===== config.mk =====
export PLATFORM = sky130hd
export DESIGN_NAME = result_announcer
export DESIGN_NICKNAME = d
export VERILOG_FILES = /design/src/rtl/result_announcer.sv
export SDC_FILE = /design/constraint.sdc
export NUM_CORES = 1
export LEC_CHECK = 0
export BUFFER_PORTS_ARGS = -buffer_cell sky130_fd_sc_hd__buf_2
export CAP_MARGIN = 30
export CORE_ASPECT_RATIO = 1.2
export CORE_MARGIN = 4
export CORE_UTILIZATION = 36
export DETAILED_ROUTE_END_ITERATION = 6
export MAX_ROUTING_LAYER = met4
export SYNTH_ARGS = -nofsm -noshare
export SYNTH_HDL_FRONTEND = slang
export SYNTH_SLANG_ARGS = --single-unit

===== constraint.sdc =====
create_clock -name clk -period 9.1 [get_ports clk]
set_clock_uncertainty 0.2 [all_clocks]
set_input_delay 0.91 -clock clk [delete_from_list [all_inputs] [get_ports clk]]
set_output_delay 0.91 -clock clk [all_outputs]
set_load 0.05 [all_outputs]

===== src/rtl/result_announcer.sv =====
// result_announcer: closes the poll, snapshots both tallies, converts them to BCD and drives
// a 4-digit multiplexed 7-seg display. Define RESULT_AUDIT_EN to audit vote_done pulses.
module result_announcer #(
   parameter int SCAN_BITS     = 16,
   parameter int BLANK_LEADING = 1
) (
   input  logic       clk,
   input  logic       reset,
   input  logic [7:0] votes0,
   input  logic [7:0] votes1,
   input  logic       vote_done,
   input  logic       close_polls,
   input  logic       show_select,
   output logic       polls_open,
   output logic       busy,
   output logic       result_valid,
   output logic       winner,
   output logic       tie,
   output logic [8:0] total_votes,
   output logic       mismatch,
   output logic [6:0] seg,
   output logic [3:0] an
);
   localparam logic [1:0] ST_OPEN    = 2'd0;
   localparam logic [1:0] ST_LATCH   = 2'd1;
   localparam logic [1:0] ST_CONVERT = 2'd2;
   localparam logic [1:0] ST_DONE    = 2'd3;
   localparam logic [6:0] SEG_DASH   = 7'b1000000;
   localparam logic [6:0] SEG_BLANK  = 7'b0000000;
   localparam logic       BLANK_EN   = (BLANK_LEADING != 32'sd0);

   logic [1:0]           state_r, state_nx_s;
   logic [2:0]           shift_cnt_r;
   logic [19:0]          dd0_r, dd1_r, dd0_nx_s, dd1_nx_s;
   logic [SCAN_BITS+1:0] scan_cnt_r, scan_nx_s;
   logic [1:0]           digit_nx_s;
   logic                 sel_r, sel_nx_s;
   logic [11:0]          bcd_sel_s;
   logic                 hund_blank_s, tens_blank_s;
   logic [6:0]           seg_nx_s, seg_r;
   logic [3:0]           an_r;
   logic                 polls_open_r, busy_r, result_valid_r, winner_r, tie_r, mismatch_r;
   logic [8:0]           total_r;

   // One double-dabble step on {hundreds, tens, ones, binary}: adjust nibbles, then shift.
   function automatic logic [19:0] dd_step(input logic [19:0] x);
      logic [19:0] y;
      y = x;
      for (int i = 0; i < 3; i++) begin
         if (y[8+4*i +: 4] >= 4'd5) y[8+4*i +: 4] = y[8+4*i +: 4] + 4'd3;
         else                       y[8+4*i +: 4] = y[8+4*i +: 4];
      end
      return {y[18:0], 1'b0};
   endfunction

   function automatic logic [6:0] seg_of(input logic [3:0] d);
      case (d)
         4'd0:    seg_of = 7'b0111111;
         4'd1:    seg_of = 7'b0000110;
         4'd2:    seg_of = 7'b1011011;
         4'd3:    seg_of = 7'b1001111;
         4'd4:    seg_of = 7'b1100110;
         4'd5:    seg_of = 7'b1101101;
         4'd6:    seg_of = 7'b1111101;
         4'd7:    seg_of = 7'b0000111;
         4'd8:    seg_of = 7'b1111111;
         4'd9:    seg_of = 7'b1101111;
         default: seg_of = SEG_BLANK;
      endcase
   endfunction

   // Poll lifecycle; DONE is absorbing until reset.
   always_comb begin
      state_nx_s = state_r;
      case (state_r)
         ST_OPEN:    if (close_polls) state_nx_s = ST_LATCH; else state_nx_s = ST_OPEN;
         ST_LATCH:   state_nx_s = ST_CONVERT;
         ST_CONVERT: if (shift_cnt_r == 3'd7) state_nx_s = ST_DONE; else state_nx_s = ST_CONVERT;
         ST_DONE:    state_nx_s = ST_DONE;
         default:    state_nx_s = ST_OPEN;
      endcase
   end

   // Snapshot load and per-cycle conversion of both tallies.
   always_comb begin
      dd0_nx_s = dd0_r;
      dd1_nx_s = dd1_r;
      case (state_r)
         ST_LATCH: begin
            dd0_nx_s = {12'd0, votes0};
            dd1_nx_s = {12'd0, votes1};
         end
         ST_CONVERT: begin
            dd0_nx_s = dd_step(dd0_r);
            dd1_nx_s = dd_step(dd1_r);
         end
         default: begin
            dd0_nx_s = dd0_r;
            dd1_nx_s = dd1_r;
         end
      endcase
   end

   // Display content is computed from next-cycle values so seg and an stay aligned.
   always_comb begin
      scan_nx_s  = scan_cnt_r + {{(SCAN_BITS+1){1'b0}}, 1'b1};
      digit_nx_s = scan_nx_s[SCAN_BITS+1:SCAN_BITS];
      if (scan_nx_s[SCAN_BITS-1:0] == '0) sel_nx_s = show_select;
      else                                sel_nx_s = sel_r;
      if (sel_nx_s) bcd_sel_s = dd1_nx_s[19:8];
      else          bcd_sel_s = dd0_nx_s[19:8];
      hund_blank_s = BLANK_EN && (bcd_sel_s[11:8] == 4'd0);
      tens_blank_s = hund_blank_s && (bcd_sel_s[7:4] == 4'd0);
      seg_nx_s     = SEG_DASH;
      if (state_nx_s != ST_DONE) begin
         seg_nx_s = SEG_DASH;
      end else begin
         case (digit_nx_s)
            2'd3:    seg_nx_s = seg_of({3'd0, sel_nx_s});
            2'd2:    seg_nx_s = hund_blank_s ? SEG_BLANK : seg_of(bcd_sel_s[11:8]);
            2'd1:    seg_nx_s = tens_blank_s ? SEG_BLANK : seg_of(bcd_sel_s[7:4]);
            2'd0:    seg_nx_s = seg_of(bcd_sel_s[3:0]);
            default: seg_nx_s = SEG_DASH;
         endcase
      end
   end

   // Main state, conversion, result and display registers.
   always_ff @(posedge clk) begin
      if (reset) begin
         state_r        <= ST_OPEN;
         shift_cnt_r    <= 3'd0;
         dd0_r          <= 20'd0;
         dd1_r          <= 20'd0;
         winner_r       <= 1'b0;
         tie_r          <= 1'b0;
         total_r        <= 9'd0;
         polls_open_r   <= 1'b1;
         busy_r         <= 1'b0;
         result_valid_r <= 1'b0;
         scan_cnt_r     <= '0;
         sel_r          <= 1'b0;
         seg_r          <= SEG_DASH;
         an_r           <= 4'b0001;
      end else begin
         state_r     <= state_nx_s;
         shift_cnt_r <= (state_r == ST_CONVERT) ? shift_cnt_r + 3'd1 : 3'd0;
         dd0_r       <= dd0_nx_s;
         dd1_r       <= dd1_nx_s;
         if (state_r == ST_LATCH) begin
            winner_r <= (votes1 > votes0);
            tie_r    <= (votes0 == votes1);
            total_r  <= {1'b0, votes0} + {1'b0, votes1};
         end
         polls_open_r   <= (state_nx_s == ST_OPEN);
         busy_r         <= (state_nx_s == ST_LATCH) || (state_nx_s == ST_CONVERT);
         result_valid_r <= (state_nx_s == ST_DONE);
         scan_cnt_r     <= scan_nx_s;
         sel_r          <= sel_nx_s;
         seg_r          <= seg_nx_s;
         an_r           <= 4'b0001 << digit_nx_s;
      end
   end

`ifdef RESULT_AUDIT_EN
   logic [8:0] audit_cnt_r;

   // Independent count of accepted votes, compared against the snapshot sum.
   always_ff @(posedge clk) begin
      if (reset) begin
         audit_cnt_r <= 9'd0;
         mismatch_r  <= 1'b0;
      end else begin
         if ((state_r == ST_OPEN) && vote_done && (audit_cnt_r != 9'h1FF))
            audit_cnt_r <= audit_cnt_r + 9'd1;
         if (state_r == ST_LATCH)
            mismatch_r <= (audit_cnt_r != ({1'b0, votes0} + {1'b0, votes1}));
      end
   end
`else
   logic unused_vote_done_s;
   assign unused_vote_done_s = vote_done;
   assign mismatch_r         = 1'b0;
`endif

   assign polls_open   = polls_open_r;
   assign busy         = busy_r;
   assign result_valid = result_valid_r;
   assign winner       = winner_r;
   assign tie          = tie_r;
   assign total_votes  = total_r;
   assign mismatch     = mismatch_r;
   assign seg          = seg_r;
   assign an           = an_r;
endmodule

==> out/summary.txt, run 1 <==
Synth Cell Area -> 0.00573 mm2
Row Count -> 50
Post-DR wirelength/cell -> 14.2 um
Final ANT Viol Nets -> 0
Grt total ovfl -> 0
Drt total wl -> 13000 um
Worst-skew pair later-pin latency -> 0.34 ns
H-Tree Level Count -> 3
Die area -> 0.0180 mm2
Crit path max fanout -> 32
Hold Path Origin -> shift_cnt_r[0]$_SDFF_PP0_
Drc violations -> 0
Core ar. -> 0.0156 mm2
Root Driver -> clkbuf_16
CTS tree -> yes
Crit end category -> register
Hold/Removal Path Class -> reg2reg
Vias/cell -> 5.19
Type of the worst setup path -> reg2reg
Synth Flop Type -> dfxtp_1
Vias in the first global route -> 4588
Peak Freq -> 0.206 GHz
Total of cells resized after clock tree synthesis -> 0
# setup viols final -> 0
Slew Viols, Final -> 0
Reg-to-reg critical path startpoint -> scan_cnt_r[0]$_SDFF_PP0_
# hold bufs at CTS -> 0
Setup TNS -> 0 ns
Port Buffer Count -> 44
TritonCTS Sinks -> 89
Least-Margin Pin Slew -> 0.835 ns
Sequential power share -> 43.6%
Drt initial violations -> 192
Yosys warns -> 0
Maximum VDD drop -> 0.109 mV
Fraction of layout cells with a size suffix above 1 -> 13.4%
Reg2reg setup slack -> 4.24 ns
TritonRoute pass-1 iters -> 4
Worst Path Required -> 9.13 ns
Combinational power share -> 18.4%
DIE WIDTH -> 123 um
Final Hold Vio Count -> 0
Outcome -> finished, final reports clean
CTS Buf Count -> 9
Post-route cell area -> 0.00637 mm2
Hold path cells -> 1
Worst R2R Path Depth -> 17
Post-Syn Area per Cell -> 8.45 um2
Asr flop ratio synth -> 0%
Vias post-DR -> 4755
Clock power frac -> 38.0%
DP Wirelength -> 9360 um
Power density over the cells -> 154 mW/mm2
Leakage power -> 2.71 nW
MaxCap Viol Count -> 0
Hold endpoint -> shift_cnt_r[0]$_SDFF_PP0_
Routability cong. -> 0.839
Sequential area share after synthesis -> 31.1%
Initial antenna violation count -> 0
I/O pins -> 47
Largest net degree at the start of global routing -> 79
N_diodes -> 0
P_sw -> 0.295 mW
Net count after synthesis -> 749
Nets@finish -> 775
First-pass GRT wire length -> 22200 um
Mapped Cells -> 678
Worst setup SP type -> register
Die Ht -> 146 um
Synth unique cells -> 80
Internal cell power -> 0.687 mW
FILL cells -> 1584
Postcts setup bufs -> 0
Area Overhead vs Synth -> 11.2%
RSZ-0062 raised after global routing -> false
Gr usage total -> 15.3%
Dpl cell area -> 0.00607 mm2
Critical path data arrival time -> 4.89 ns
Seq cells post-synth -> 89
EDFF count, synth -> 0
Slew margin rel. -> 44.3%
Max Root-Sink Buffers -> 2
Final Cycle Share -> 53.4%
Reg clk slew, reported paths -> 0.07 ns
Initial core utilization -> 36.8%
Sw frac -> 30.0%
Minimum clock period -> 4.86 ns
FF-to-FF End -> seg[3]$_SDFF_PP0_
-- sequential cells by signal (all words and copies together) (netlist names), 2 cells and up --
register and cells:
dd0_r 20, seg 7, an 4, shift_cnt_r 3
scan_cnt_r 18, dd1_r 20, total_votes 9, state_r 2
-- worst max-delay path, cell delays in order, from the launching register on --
cell and delay [ns]:
dfxtp_1 0.40, ha_1 0.33, nand4_2 0.26, nor4_2 0.43, nor3_1 0.08, a31o_1 0.23, and4_1 0.35, nor2_8 0.53
mux2i_1 0.23, inv_1 0.15, ha_1 0.35, nand2_1 0.11, nor3_1 0.15, nand3_1 0.09, mux2i_1 0.25, nor2_1 0.16
o2111a_1 0.17, a211o_1 0.28
-- how the worst max path moves through the flow --
stage	start	endpoint	slack (ns)	cells past startpoint
5_1_grt	scan_cnt_r[0]$_SDFF_PP0_	seg[3]$_SDFF_PP0_	3.79	17
3_3_place_gp	scan_cnt_r[0]$_SDFF_PP0_	seg[1]$_SDFF_PP0_	4.24	17
3_5_place_dp	scan_cnt_r[0]$_SDFF_PP0_	seg[1]$_SDFF_PP0_	4.20	17
2_1_floorplan	scan_cnt_r[0]$_SDFF_PP0_	seg[3]$_SDFF_PP0_	4.88	21
4_1_cts	scan_cnt_r[0]$_SDFF_PP0_	seg[1]$_SDFF_PP0_	4.19	17
6_report	scan_cnt_r[0]$_SDFF_PP0_	seg[3]$_SDFF_PP0_	4.24	17
-- stage by stage --
step                      util [%]  instances  worst slack [ns]  hold slack (ns)  power [mW]
after CTS                     40.9        917              4.19            0.233       0.997
after detailed placement      39.0        901              4.20            0.220       0.618
after floorplan                  -        678              4.88            0.203       0.569
after global routing          40.9        917              3.79            0.261        1.03
final                         40.9        917              4.24            0.236       0.982
after global placement        38.9        900              4.24            0.215       0.612
-- routing by layer --
metal / part of all wire (%) / up-vias / wire length, um / track usage [%]
li1: - / 2454 / - / -
met1: 45 / 2203 / 5840 / 18.6
met2: 50 / 78 / 6510 / 25.5
met3: 3.2 / 20 / 420 / 2.17
met4: 1.8 / 0 / 238 / 5.87
met5: 0 / - / 0 / -
-- cell usage after synthesis, types with 8 or more instances --
cell / n / area share [%]
nor2_1: 94 / 6.2
a211oi_1: 9 / 1.2
nand3_1: 18 / 1.6
nand2b_1: 9 / 0.98
mux2i_1: 12 / 2.1
xnor2_1: 27 / 4.1
nor2b_1: 9 / 0.98
ha_1: 49 / 11
a221oi_1: 16 / 2.4
a31oi_1: 13 / 1.4
o21ai_0: 19 / 1.7
nor3_1: 29 / 2.5
and3_1: 8 / 0.87
a21oi_1: 36 / 3.1
dfxtp_1: 89 / 31
clkbuf_1: 20 / 1.3
nand2_1: 27 / 1.8
inv_1: 53 / 3.5
xor2_1: 10 / 1.5
-- cells in the final DEF, fill, tap and decap left out, types with 10 or more instances in the layout --
| master | Yosys | final |
|---|---|---|
| nor2_1 | 94 | 94 |
| dfxtp_1 | 89 | 89 |
| inv_1 | 53 | 53 |
| ha_1 | 49 | 49 |
| buf_2 | 3 | 44 |
| a21oi_1 | 36 | 36 |
| nor3_1 | 29 | 29 |
| nand2_1 | 27 | 27 |
| xnor2_1 | 27 | 27 |
| o21ai_0 | 19 | 19 |
| nand3_1 | 18 | 18 |
| a221oi_1 | 16 | 16 |
| a31oi_1 | 13 | 13 |
| mux2i_1 | 12 | 12 |
| xor2_1 | 10 | 10 |
-- final cells by class --
class / count / area, um2 / area share (%)
sequential: 89 / 1780 / 28.0
clock inverter: 6 / 66.3 / 1.04
multi-input combinational: 500 / 3550 / 55.8
inverter: 55 / 206 / 3.24
timing repair buffer: 49 / 270 / 4.24
tap: 208 / 260 / 4.09
clock buffer: 10 / 229 / 3.60
-- power groups by stage --
stage / registers, mW / clock network (mW) / logic (mW)
after floorplan: 0.461 / 0 / 0.108
after global placement: 0.436 / 0 / 0.176
after detailed placement: 0.436 / 0 / 0.182
after CTS: 0.428 / 0.387 / 0.183
after global routing: 0.430 / 0.400 / 0.200
final: 0.428 / 0.373 / 0.181
-- cell families (layout without fill, tap and decap cells) --
family | count (synthesis) | in the layout | share of synthesized area [%]
AOI/OAI and AO/OA | 155 | 155 | 19.4
adders and majority gates | 50 | 50 | 11.1
DFF | 89 | 89 | 31.1
muxes | 24 | 24 | 5.13
other | 1 | 1 | 0.0655
and+or+nand+nor | 233 | 233 | 20.7
xor gates and xnor gates | 37 | 37 | 5.66
buffers and inverters | 89 | 120 | 6.84
Power figures use the tool's default switching activity.
==> run 2: changes to the inputs <==
==> constraint.sdc (replaced) <==
create_clock -name clk -period 4.4 [get_ports clk]
set_clock_uncertainty 0.2 [all_clocks]
set_input_delay 0.44 -clock clk [delete_from_list [all_inputs] [get_ports clk]]
set_output_delay 0.44 -clock clk [all_outputs]
set_load 0.05 [all_outputs]
==> run 2 against run 1 <==
Against the previous run: clock-buffer cell count unchanged; critical path depth is the same; clock power rose by 97%; sequential power increased by 110%; first-iteration DRC count down 14%; worst setup slack lost 3.8 ns; via count increased by 0.27%; maximum frequency up 22%; non-clock buffer count up 14; cell count rose by 1.5%.
==> out/summary.txt, run 2 (synthesis results as in run 1) <==
First-pass GRT wire length -> 22200 um (+0.25%)
Peak Freq -> 0.250 GHz (+22%)
DIE WIDTH -> 123 um (unchanged)
MaxCap Viol Count -> 0 (unchanged)
Most frequent cells in the layout -> nor2_1, dfxtp_1, inv_1, ha_1, buf_2
Hold path cells -> 2 (+1)
Slew Viols, Final -> 0 (unchanged)
Post-DR wirelength/cell -> 13.9 um (-1.7%)
Slowest CP cell -> dfxtp_1
Core ar. -> 0.0156 mm2 (unchanged)
Vias/cell -> 5.12 (-1.2%)
Drc violations -> 0 (unchanged)
Drt initial violations -> 166 (-14%)
Port Buffer Count -> 44 (unchanged)
Fraction of layout cells with a size suffix above 1 -> 15.6% (+2.2 points)
Worst path buffer plus inverter count -> 1 (unchanged)
Row Count -> 50 (unchanged)
TritonRoute pass-1 iters -> 4 (unchanged)
Slew margin rel. -> 45.9% (+1.6 points)
CTS Buf Count -> 9 (unchanged)
Worst Hold Slack -> 0.0823 ns (-0.153 ns)
Placed cell count -> 915 (+1.6%)
Worst-skew pair later-pin latency -> 0.35 ns (about the same)
Grt total ovfl -> 0 (unchanged)
Worst R2R Path Depth -> 17 (unchanged)
Gr usage total -> 15.4% (+0.084 points)
Setup TNS -> 0 ns (unchanged)
Initial core utilization -> 36.8% (unchanged)
RSZ-0062 raised after global routing -> false
Vias post-DR -> 4768 (+0.27%)
I/O pins -> 47 (unchanged)
N_diodes -> 0 (unchanged)
Post-layout util -> 41.6% (+0.70 points)
Die area -> 0.0180 mm2 (unchanged)
Crit path max fanout -> 13 (-59%)
Non-filler cells, final -> 931 (+1.5%)
Final Hold Vio Count -> 0 (unchanged)
Minimum clock period -> 4.00 ns (-0.862 ns)
Largest net degree at the start of global routing -> 78 (-1.3%)
Pwr Total -> 1.99 mW (+100%)
Final Cycle Share -> 90.9% (+37 points)
Commonest non-fill, non-tap cell in the layout -> nor2_1
Metal-1 WL -> 6030 um (+3.3%)
Cell mode on critical path -> ha_1
Root Driver -> clkbuf_16
Die Ht -> 146 um (unchanged)
Top sig layer -> met4
Power density over the cells -> 307 mW/mm2 (+99%)
Crit-path leading delay family -> simple AND/OR/NAND/NOR gates
Maximum VDD drop -> 0.250 mV (+130%)
Routability cong. -> 0.833 (-0.68%)
Postcts setup bufs -> 0 (unchanged)
Leakage power -> 2.81 nW (+3.4%)
Crit end category -> register
Instance count on the critical path -> 17 (unchanged)
Routed length on met2 -> 6280 um (-3.6%)
DP Wirelength -> 9630 um (+2.8%)
Reg2reg setup slack -> 0.40 ns (-3.84 ns)
Crit-path max cell delay -> 0.40 ns (-0.13 ns)
Least-Margin Pin Slew -> 0.812 ns (-0.0234 ns)
Max Root-Sink Buffers -> 2 (unchanged)
Vias in the first global route -> 4590 (+0.044%)
Area Overhead vs Synth -> 13.1%
Drt total wl -> 13000 um (-0.25%)
CP cell instances -> ha_1 -> nand4_4 -> nor3_4 -> nand4b_1 -> a211oi_2 -> and4_2 -> nor2_8 -> mux2i_4 -> inv_1 -> ha_1 -> nand2_1 -> nor3_1 -> nand3_1 -> mux2i_2 -> nor2_2 -> o2111a_1 -> a211o_1
Worst Path Required -> 4.43 ns (-4.70 ns)
# setup viols final -> 0 (unchanged)
Final ANT Viol Nets -> 0 (unchanged)
CTS tree -> yes
Critical path data arrival time -> 4.04 ns (-0.85 ns)
Reg clk slew, reported paths -> 0.07 ns (about the same)
Initial antenna violation count -> 0 (unchanged)
Outcome -> finished, final reports clean
H-Tree Level Count -> 3 (unchanged)
TritonCTS Sinks -> 89 (unchanged)
Hold/Removal Path Class -> in2reg
Type of the worst setup path -> reg2reg
Top Registers -> dd0_r: 20 flops, dd1_r: 20 flops, scan_cnt_r: 18 flops
Nets@finish -> 789 (+1.8%)
Length of routed met3 wiring -> 394 um (-6.2%)
Worst setup SP type -> register
## run 2: metrics by stage
stage	setup WS, ns	area (um2)
after floorplan	0.179	5730
after global placement	0.356	6160
after detailed placement	0.277	6160
after CTS	0.262	6440
after global routing	0.0727	6480
final	0.399	6480
## run 2: area by class of cell
| class | instances | area, um2 |
|---|---|---|
| Inverter | 55 | 206 |
| Sequential cell | 89 | 1780 |
| Clock buffer | 10 | 239 |
| Timing Repair Buffer | 63 | 363 |
| Tap cell | 208 | 260 |
| Fill cell | 1563 | 9100 |
| Clock inverter | 6 | 41.3 |
| Multi-Input combinational cell | 500 | 3580 |
## run 2: worst reg2reg max path, stage by stage, from the launching register on
cell	delay, ns
dfxtp_1	0.40
ha_1	0.24
nand4_4	0.19
nor3_4	0.25
nand4b_1	0.14
a211oi_2	0.37
and4_2	0.36
nor2_8	0.09
mux2i_4	0.21
inv_1	0.13
ha_1	0.19
nand2_1	0.07
nor3_1	0.13
nand3_1	0.11
mux2i_2	0.27
nor2_2	0.11
o2111a_1	0.16
a211o_1	0.27
## run 2: path summary, 6_finish.rpt
check | endpoint | start
worst max-delay path | seg[3]$_SDFF_PP0_ | scan_cnt_r[0]$_SDFF_PP0_
worst min-delay path | state_r[1]$_SDFF_PP0_ | reset
worst max register to register | seg[3]$_SDFF_PP0_ | scan_cnt_r[0]$_SDFF_PP0_
worst min register to register | shift_cnt_r[0]$_SDFF_PP0_ | shift_cnt_r[0]$_SDFF_PP0_
## run 2: layer usage
| metal | up-vias | global-route usage (%) |
|---|---|---|
| li1 | 2479 | - |
| met1 | 2214 | 19.1 |
| met3 | 15 | 2.79 |
| met5 | - | - |
| met4 | 0 | 5.48 |
| met2 | 60 | 25.0 |
## run 2: power by group
| part | leakage [nW] | internal, mW | total, mW | switching (mW) |
|---|---|---|---|---|
| combinational | 1.94 | 0.122 | 0.371 | 0.249 |
| clock | 0.143 | 0.400 | 0.736 | 0.335 |
| sequential | 0.723 | 0.856 | 0.884 | 0.0274 |
## run 2: repair_timing
item / 4_1_cts / 5_1_grt
resized for setup: 0 / 6
hold buffers: 0 / 0
setup endpoints to repair: 0 / 7
==> run 3: changes to the inputs <==
==> constraint.sdc (replaced) <==
create_clock -name clk -period 4.7 [get_ports clk]
set_clock_uncertainty 0.2 [all_clocks]
set_input_delay 0.47 -clock clk [delete_from_list [all_inputs] [get_ports clk]]
set_output_delay 0.47 -clock clk [all_outputs]
set_load 0.05 [all_outputs]
==> run 3 against run 2 <==
Against the previous run: cell count is 0.75% lower; hold slack better by 0.040 ns; maximum frequency is 5.1% lower; core utilization is 0.23 points lower; via count hardly changed; combinational power is 5.4% lower; die area stayed put; clock-buffer cell count is 2 higher; cell area is 0.56% lower; sequential cell count stayed put; critical path type unchanged; largest power group unchanged.
==> out/summary.txt, run 3 (synthesis results as in run 1) <==
Drt initial violations -> 150 (-9.6%)
Maximum VDD drop -> 0.205 mV (-18%)
N_diodes -> 0 (unchanged)
Least-Margin Pin Slew -> 0.810 ns (-0.00134 ns)
Setup TNS -> 0 ns (unchanged)
Commonest non-fill, non-tap cell in the layout -> nor2_1
Final Hold Vio Count -> 0 (unchanged)
Die area -> 0.0180 mm2 (unchanged)
# setup viols final -> 0 (unchanged)
Drt total wl -> 12900 um (-0.22%)
# hold bufs at CTS -> 0 (unchanged)
Critical path data arrival time -> 4.24 ns (+0.20 ns)
Max Root-Sink Buffers -> 2 (unchanged)
Leakage power -> 2.75 nW (-2.2%)
Post-DR wirelength/cell -> 14.0 um (+0.53%)
Reg2reg setup slack -> 0.49 ns (+0.09 ns)
Worst-skew pair later-pin latency -> 0.34 ns (about the same)
Initial core utilization -> 36.8% (unchanged)
DP Wirelength -> 9600 um (-0.31%)
Outcome -> finished, final reports clean
Postcts setup bufs -> 0 (unchanged)
H-Tree Level Count -> 3 (unchanged)
Drc violations -> 0 (unchanged)
Port Buffer Count -> 44 (unchanged)
Hold/Removal Path Class -> in2reg
Row Count -> 50 (unchanged)
Area Overhead vs Synth -> 12.5%
Reg clk slew, reported paths -> 0.06 ns (about the same)
Final Cycle Share -> 89.7% (-1.3 points)
Root Driver -> clkbuf_16
Minimum clock period -> 4.21 ns (+0.213 ns)
Nets@finish -> 783 (-0.76%)
Grt total ovfl -> 0 (unchanged)
Routability cong. -> 0.870 (+4.5%)
First-pass GRT wire length -> 22300 um (+0.22%)
RSZ-0062 raised after global routing -> false
Crit end category -> register
Gr usage total -> 15.5% (+0.11 points)
Worst Path Required -> 4.73 ns (+0.30 ns)
DIE WIDTH -> 123 um (unchanged)
Top Registers -> dd0_r: 20 flops, dd1_r: 20 flops, scan_cnt_r: 18 flops
FILL cells -> 1582 (+1.2%)
Largest net degree at the start of global routing -> 78 (unchanged)
TritonRoute pass-1 iters -> 4 (unchanged)
Type of the worst setup path -> reg2reg
MaxCap Viol Count -> 0 (unchanged)
Slew margin rel. -> 46.0% (+0.089 points)
Vias post-DR -> 4767 (-0.021%)
Fraction of layout cells with a size suffix above 1 -> 14.5% (-1.1 points)
CTS tree -> yes
Total of cells resized after clock tree synthesis -> 0 (unchanged)
Peak Freq -> 0.237 GHz (-5.1%)
Die Ht -> 146 um (unchanged)
Sequential standard cell area -> 0.00178 mm2 (unchanged)
Non-filler cells, final -> 924 (-0.75%)
Core ar. -> 0.0156 mm2 (unchanged)
Power density over the cells -> 303 mW/mm2 (-1.5%)
Slew Viols, Final -> 0 (unchanged)
Final ANT Viol Nets -> 0 (unchanged)
I/O pins -> 47 (unchanged)
CTS Buf Count -> 9 (unchanged)
Placed cell count -> 909 (-0.66%)
TritonCTS Sinks -> 89 (unchanged)
Crit path max fanout -> 11 (-2)
Initial antenna violation count -> 0 (unchanged)
Most frequent cells in the layout -> nor2_1, dfxtp_1, inv_1, ha_1, buf_2
Vias in the first global route -> 4592 (+0.044%)
Multi-input logic area -> 0.00356 mm2 (-0.63%)
Vias/cell -> 5.16 (+0.74%)
Worst Hold Slack -> 0.123 ns (+0.0404 ns)
Worst setup SP type -> register
## run 3: changes by cell type in the layout (fill, tap and decap cells not counted), sizes merged
| cell | delta |
|---|---|
| inv | -2 |
| clkinv | -3 |
| clkbuf | +2 |
| bufinv | +2 |
| buf | -6 |
## run 3: routing by layer
layer / share of wire (%) / global-route usage, %
met1: 46 / 18.9
met2: 49 / 25.6
met3: 3.2 / 2.94
met4: 1.4 / 5.04
met5: 0 / -
## run 3: critical path, stage by stage, from the launching register on
cell,delay [ns]
dfxtp_1,0.41
ha_2,0.29
nand4_2,0.24
nor3_2,0.29
nand4b_1,0.14
a211oi_2,0.36
and4_1,0.37
nor2_8,0.10
mux2i_4,0.23
inv_1,0.13
ha_1,0.18
nand2_1,0.07
nor3_1,0.13
nand3_1,0.11
mux2i_2,0.29
nor2_2,0.12
o2111a_1,0.15
a211o_1,0.27
## run 3: cell type report
type / instances / area share, %
clock buffers: 12 / 3.83
clock inverters: 3 / 1.01
inverters: 55 / 3.21
multi-input cells: 500 / 55.3
flip-flops and latches: 89 / 27.7
well taps: 208 / 4.04
repair buffers: 57 / 4.93
## run 3: path summary, 6_finish.rpt
kind,cells past startpoint,startpoint,end
max reg2reg,17,scan_cnt_r[0]$_SDFF_PP0_,seg[3]$_SDFF_PP0_
min reg2reg,1,shift_cnt_r[0]$_SDFF_PP0_,shift_cnt_r[0]$_SDFF_PP0_
min,2,reset,state_r[1]$_SDFF_PP0_
max,17,scan_cnt_r[0]$_SDFF_PP0_,seg[3]$_SDFF_PP0_
## run 3: power breakdown
part | switching [mW] | internal [mW] | total (mW) | leakage, nW
registers | 0.0248 | 0.802 | 0.827 | 0.723
logic | 0.235 | 0.117 | 0.351 | 1.87
clock network | 0.294 | 0.477 | 0.771 | 0.153
total | 0.553 | 1.40 | 1.95 | 2.75
## run 3: per-stage QoR
stage               util, %  worst slack, ns  instance area [um2]  total power [mW]
floorplan                 -            0.479                 5730              1.10
global placement       39.3            0.382                 6120              1.19
detailed placement     39.3            0.340                 6120              1.20
CTS                    41.3            0.333                 6430              1.97
global route           41.3           0.0465                 6440              2.05
finish                 41.3            0.485                 6440              1.95
